==> src/rtl/sq_pkg.sv <==
// Shared definitions for the trigger sequencer: state encodings, register map
// offsets and the control-bit positions.
package sq_pkg;

  typedef enum logic [2:0] {
    ST_IDLE  = 3'd0,
    ST_PRE   = 3'd1,
    ST_ARMED = 3'd2,
    ST_POST  = 3'd3,
    ST_DONE  = 3'd4
  } sq_state_e;

  localparam logic [2:0] REG_CTRL    = 3'd0;
  localparam logic [2:0] REG_PRE_LO  = 3'd1;
  localparam logic [2:0] REG_PRE_HI  = 3'd2;
  localparam logic [2:0] REG_POST_LO = 3'd3;
  localparam logic [2:0] REG_POST_HI = 3'd4;
  localparam logic [2:0] REG_TRIG_LO = 3'd5;
  localparam logic [2:0] REG_TRIG_HI = 3'd6;
  localparam logic [2:0] REG_ZERO    = 3'd7;

  localparam int CTRL_START_BIT = 0;
  localparam int CTRL_ABORT_BIT = 1;

  function automatic logic [7:0] sq_status(input sq_state_e st, input logic active);
    return {4'b0000, st, active};
  endfunction

endpackage

==> src/rtl/trigger_sequencer.sv <==
// Pre/post-trigger capture sequencer: streams sample write addresses into a
// capture buffer and records where the trigger landed; configured over Wishbone.
module trigger_sequencer
  import sq_pkg::*;
(
  input  logic        clk,
  input  logic        rst_n,
  input  logic        sample_valid,
  input  logic        sq_trigger,
  output logic        sq_active,
  output logic        capture_we,
  output logic [15:0] capture_addr,
  input  logic        wb_stb_i,
  input  logic        wb_cyc_i,
  input  logic        wb_we_i,
  input  logic [15:0] wb_adr_i,
  input  logic [7:0]  wb_dat_i,
  output logic [7:0]  wb_dat_o,
  output logic        wb_ack_o
);

  sq_state_e   r_state;
  sq_state_e   w_state_next;
  logic [15:0] r_cnt;
  logic [15:0] w_cnt_next;
  logic [15:0] r_capture_addr;
  logic [15:0] w_addr_next;
  logic [15:0] r_trig_pos;
  logic [15:0] w_trig_next;
  logic [15:0] r_pre_count;
  logic [15:0] w_pre_next;
  logic [15:0] r_post_count;
  logic [15:0] w_post_next;

  logic        w_wr;
  logic [2:0]  w_reg_sel;
  logic        w_ctrl_wr;
  logic        w_abort;
  logic        w_start;
  logic        w_cfg_open;
  logic        w_capture;
  logic [15:0] w_cnt_inc;
  logic        w_unused_adr;

  assign w_wr         = wb_cyc_i && wb_stb_i && wb_we_i;
  assign w_reg_sel    = wb_adr_i[2:0];
  assign w_ctrl_wr    = w_wr && (w_reg_sel == REG_CTRL);
  assign w_abort      = w_ctrl_wr && wb_dat_i[CTRL_ABORT_BIT];
  assign w_start      = w_ctrl_wr && wb_dat_i[CTRL_START_BIT] && !w_abort;
  assign w_cfg_open   = (r_state == ST_IDLE) || (r_state == ST_DONE);
  assign w_capture    = sample_valid &&
                        ((r_state == ST_PRE) || (r_state == ST_ARMED) || (r_state == ST_POST));
  assign w_cnt_inc    = r_cnt + 16'd1;
  assign w_unused_adr = ^wb_adr_i[15:3];

  assign capture_we   = w_capture;
  assign capture_addr = r_capture_addr;
  assign sq_active    = (r_state == ST_ARMED);
  assign wb_ack_o     = 1'b1;

  always_comb begin
    w_state_next = r_state;
    w_cnt_next   = r_cnt;
    w_addr_next  = w_capture ? (r_capture_addr + 16'd1) : r_capture_addr;
    w_trig_next  = r_trig_pos;
    w_pre_next   = r_pre_count;
    w_post_next  = r_post_count;

    if (w_wr && w_cfg_open) begin
      case (w_reg_sel)
        REG_PRE_LO:  w_pre_next[7:0]   = wb_dat_i;
        REG_PRE_HI:  w_pre_next[15:8]  = wb_dat_i;
        REG_POST_LO: w_post_next[7:0]  = wb_dat_i;
        REG_POST_HI: w_post_next[15:8] = wb_dat_i;
        default:     ;
      endcase
    end

    if (w_abort) begin
      w_state_next = ST_IDLE;
      w_cnt_next   = 16'd0;
    end else begin
      case (r_state)
        ST_IDLE, ST_DONE: begin
          if (w_start) begin
            w_addr_next  = 16'd0;
            w_trig_next  = 16'd0;
            w_cnt_next   = 16'd0;
            w_state_next = (r_pre_count == 16'd0) ? ST_ARMED : ST_PRE;
          end
        end
        ST_PRE: begin
          if (w_capture) begin
            if (w_cnt_inc == r_pre_count) begin
              w_state_next = ST_ARMED;
              w_cnt_next   = 16'd0;
            end else begin
              w_cnt_next = w_cnt_inc;
            end
          end
        end
        ST_ARMED: begin
          // The sample written on the trigger cycle is the first post-trigger sample.
          if (sq_trigger) begin
            w_trig_next = r_capture_addr;
            if ((r_post_count == 16'd0) || (w_capture && (r_post_count == 16'd1))) begin
              w_state_next = ST_DONE;
              w_cnt_next   = 16'd0;
            end else begin
              w_state_next = ST_POST;
              w_cnt_next   = {15'd0, w_capture};
            end
          end
        end
        ST_POST: begin
          if (w_capture) begin
            if (w_cnt_inc == r_post_count) begin
              w_state_next = ST_DONE;
              w_cnt_next   = 16'd0;
            end else begin
              w_cnt_next = w_cnt_inc;
            end
          end
        end
        default: begin
          w_state_next = ST_IDLE;
          w_cnt_next   = 16'd0;
        end
      endcase
    end
  end

  always_ff @(posedge clk or negedge rst_n) begin
    if (!rst_n) begin
      r_state        <= ST_IDLE;
      r_cnt          <= 16'd0;
      r_capture_addr <= 16'd0;
      r_trig_pos     <= 16'd0;
      r_pre_count    <= 16'd0;
      r_post_count   <= 16'd0;
    end else begin
      r_state        <= w_state_next;
      r_cnt          <= w_cnt_next;
      r_capture_addr <= w_addr_next;
      r_trig_pos     <= w_trig_next;
      r_pre_count    <= w_pre_next;
      r_post_count   <= w_post_next;
    end
  end

  always_comb begin
    wb_dat_o = 8'h00;
    case (w_reg_sel)
      REG_CTRL:    wb_dat_o = sq_status(r_state, sq_active);
      REG_PRE_LO:  wb_dat_o = r_pre_count[7:0];
      REG_PRE_HI:  wb_dat_o = r_pre_count[15:8];
      REG_POST_LO: wb_dat_o = r_post_count[7:0];
      REG_POST_HI: wb_dat_o = r_post_count[15:8];
      REG_TRIG_LO: wb_dat_o = r_trig_pos[7:0];
      REG_TRIG_HI: wb_dat_o = r_trig_pos[15:8];
      REG_ZERO:    wb_dat_o = 8'h00;
      default:     wb_dat_o = 8'h00;
    endcase
  end

endmodule

==> config.mk <==
export PLATFORM = sky130hd
export DESIGN_NAME = trigger_sequencer
export DESIGN_NICKNAME = d
export VERILOG_FILES = /design/src/rtl/sq_pkg.sv /design/src/rtl/trigger_sequencer.sv
export SDC_FILE = /design/constraint.sdc
export NUM_CORES = 1
export LEC_CHECK = 0
export ABC_AREA = 1
export CAP_MARGIN = 10
export CORE_UTILIZATION = 60
export CTS_BUF_LIST = sky130_fd_sc_hd__clkbuf_16
export CTS_CLUSTER_SIZE = 10
export DETAILED_ROUTE_END_ITERATION = 10
export DONT_BUFFER_PORTS = 1
export GPL_ROUTABILITY_DRIVEN = 0
export PLACE_DENSITY = 0.79
export SYNTH_ARGS = -nofsm -noshare
export SYNTH_HDL_FRONTEND = slang
export SYNTH_SLANG_ARGS = --single-unit
==> constraint.sdc <==
create_clock -name clk -period 2.33 [get_ports clk]
set_input_delay 0.466 -clock clk [delete_from_list [all_inputs] [get_ports clk]]
set_output_delay 0.466 -clock clk [all_outputs]
set_load 0.03 [all_outputs]
==> impl_metrics.json <==
{
  "htreeDepth": 3,
  "post-route-period-util_pct": 99.98,
  "grt_max_degree": 84,
  "dieArea_um2": 8871,
  "power_density_nw_per_um2": 1032,
  "grt_pass1_vias": 4775,
  "ioPinCount": 58,
  "grt_pass1_wl_mm": 23.41,
  "layout_min_cycle_time_ps": 2329,
  "wl_per_cell_um": 16.92,
  "start_util_pct": 62.05,
  "die_w_um": 94.19,
  "rsz0062_at_grt": "yes",
  "yosysWarnings": 0,
  "pwr-share-seq_pct": 36.2,
  "drt_iter0_drc": 627,
  "failed_checks": "negative hold slack",
  "finalNonFillerCells": 870,
  "min_path_type": "input pin to asynchronous set/reset pin",
  "max-slew-margin-rel_pct": 57.06,
  "clockBufferDepth": 2,
  "grt_usage_pct": 34.61,
  "power_w": 0.006124,
  "worstPathArrival_ps": 2570,
  "hold_slack_ps": -192.4,
  "switching_share_pct": 43.79,
  "overflow": 0,
  "maxSlewViolCount": 0,
  "syn_inst": 724,
  "start_kind": "flop",
  "numCtsBuffers": 9,
  "worst_ir_drop_vdd_mv": 0.7979,
  "finalSetupViolCount": 0,
  "clk_pin_slew_ps": 70,
  "drive_gt1_share_pct": 15.95,
  "vias": 5206,
  "worstPathMaxFanout": 9,
  "required_ps": 2570,
  "routed_wl_mm": 14.72,
  "timing.fmax_mhz": 429.3,
  "clockPowerShare_pct": 24.1,
  "status": "complete, but fails checks",
  "p_sw_w": 0.002681,
  "synthTopCellsByArea": "dfrtp_1 41%, nand2_1 15%, nand3_1 8.0%",
  "fp.dieH_um": 94.19,
  "antenna_cells": 0,
  "ys_seq_elements": 83,
  "synth_top_area_share_pct": 40.74,
  "dp_slack_ps": -22.35,
  "area_growth_pct": 16.42,
  "drc": 0,
  "intPower_w": 0.003442,
  "cts_sinks": 83,
  "nNetsFinal": 793,
  "core_region_area_um2": 8217,
  "pwr-share-comb_pct": 39.7,
  "path_class": "flop to flop",
  "critPathCaptureType": "flop",
  "cts_tree": "done",
  "dp_hpwl_mm": 10.52,
  "ant_nets": 0,
  "synth_fp_nets": 757,
  "yosysTopAreaCell": "dfrtp_1",
  "ys_seq_area_share_pct": 40.74,
  "fin_ws_ps": 0.5416,
  "synth_cell_type_count": 42,
  "clk_latency_ps": 350,
  "syn-cell-area_um2": 5099,
  "fillers": 625,
  "dp.cells": 841,
  "cts_root_buf": "clkbuf_16",
  "portBuffers": 0,
  "finalHoldViolations": 83,
  "row_count": 33,
  "antenna_found_initial": 0,
  "drt_first_pass_iters": 6,
  "clock_skew_ps": 6.907,
  "via_per_inst": 5.984,
  "p_leak_nw": 2.788,
  "utilization_pct": 72.24,
  "setup_tns_ps": 0,
  "synth.avg_cell_area_um2": 7.042,
  "drv_cap": 0,
  "worst_slew_pin_slew_ps": 638.2
}
==> critical path: stages, from the launching register on <==
cell     delay (ps)
dfrtp_1         410
ha_4            190
nand2_4          70
nor2_4          200
nand3_1         150
nand2_2         130
nand2_1          90
nand2_1          70
nand2_1          50
nor2_1          130
nand2_1          90
nor2_2          100
nand2_2         100
nand2_4         110
a21oi_4          70
buf_12          150
nand2_1          60
nand2_1          50
==> path summary, 6_finish.rpt <==
kind	slack (ps)	cells after the start	end	startpoint
min in group clk	340	2	r_post_count[13]$_DFFE_PN0P_	wb_dat_i[5]
max in group asynchronous	2410	0	r_trig_pos[0]$_DFFE_PN0P_	rst_n
worst min register to register	520	2	r_trig_pos[3]$_DFFE_PN0P_	r_trig_pos[3]$_DFFE_PN0P_
worst min-delay path	-190	0	r_cnt[11]$_DFFE_PN0P_	rst_n
worst max-delay path	0.5	17	r_cnt[7]$_DFFE_PN0P_	r_cnt[0]$_DFFE_PN0P_
worst max register to register	0.5	17	r_cnt[7]$_DFFE_PN0P_	r_cnt[0]$_DFFE_PN0P_
==> per-layer routing <==
metal  share of wire (%)  GRT usage [%]
met5                   0              0
met4                 4.0          16.15
met3                 8.6          7.201
met2                  48          55.37
met1                  40          44.69
==> synth_stat cells, drive strengths merged <==
cell type / count
dfrtp: 83
o21ai: 62
or2: 1
a221oi: 3
a211oi: 4
nand3: 82
a31oi: 1
a22oi: 1
o221ai: 4
o21bai: 2
clkinv: 1
o22ai: 11
nand2: 215
nand4: 18
a21oi: 16
clkbuf: 6
inv: 108
ha: 2
o2111ai: 2
nor4: 2
buf: 5
xnor2: 3
xor2: 6
conb: 1
nor2: 72
nor3b: 2
o211ai: 2
nor3: 9
==> placed cells by master (no fill, tap or decap), types with 3 or more instances in the layout <==
master,instances
xor2_1,6
nand2_1,190
nor3_1,7
nand3_1,75
buf_6,4
o21ai_1,21
clkbuf_16,9
dfrtp_1,81
inv_1,102
nand3_2,6
nor2_1,52
nor2_4,9
buf_4,30
inv_2,6
nand4_1,18
nand2_4,5
xnor2_1,3
o21ai_0,40
o22ai_1,11
a21oi_1,15
inv_6,3
nor2_2,11
o221ai_1,4
a211oi_1,3
nand2_2,20
==> metrics by stage <==
stage          area [µm²]  hold WS, ps
6_report             5936       -192.4
2_1_floorplan        5099        170.4
3_3_place_gp         5338        173.3
4_1_cts              5657       -189.7
5_1_grt              5936       -201.4
3_5_place_dp         5338        173.6
==> flip-flops by register name (all words and copies together), names as in the netlist <==
register      cells
capture_addr     16
r_trig_pos       16
r_pre_count      16
r_cnt            16
r_state           3
r_post_count     16
==> power by group through the flow <==
stage               Combinational, W  Sequential [W]  Clock [W]
floorplan                    0.00160         0.00221          0
global placement             0.00215         0.00220          0
detailed placement           0.00221         0.00221          0
CTS                          0.00225         0.00219    0.00148
global route                 0.00270         0.00226    0.00155
finish                       0.00243         0.00222    0.00148
==> logic make-up after synthesis <==
family / synth area share, %
compound gates: 12.66
xor+xnor: 1.546
fa+ha+maj: 0.4907
buf+inv: 9.350
flops: 40.74
other cells: 0.07355
simple gates: 35.14
==> final cells by class <==
class | instances | area (µm²) | share of cell area, %
multi-input combinational | 521 | 2704 | 45.55
sequential | 83 | 2079 | 35.03
tap | 105 | 131.4 | 2.213
inverter | 109 | 411.6 | 6.935
clock inverter | 7 | 73.82 | 1.244
clock buffer | 9 | 225.2 | 3.794
timing repair buffer | 36 | 310.3 | 5.228
==> what timing repair did <==
action | CTS | global route
buffers inserted | 1 | 12
endpoints found under the hold margin | 83 | 83
gates resized for setup | 4 | 54
setup endpoints to repair | 10 | 19
pin swaps | 5 | 21
Note: power is estimated with default switching activity, not from simulation.
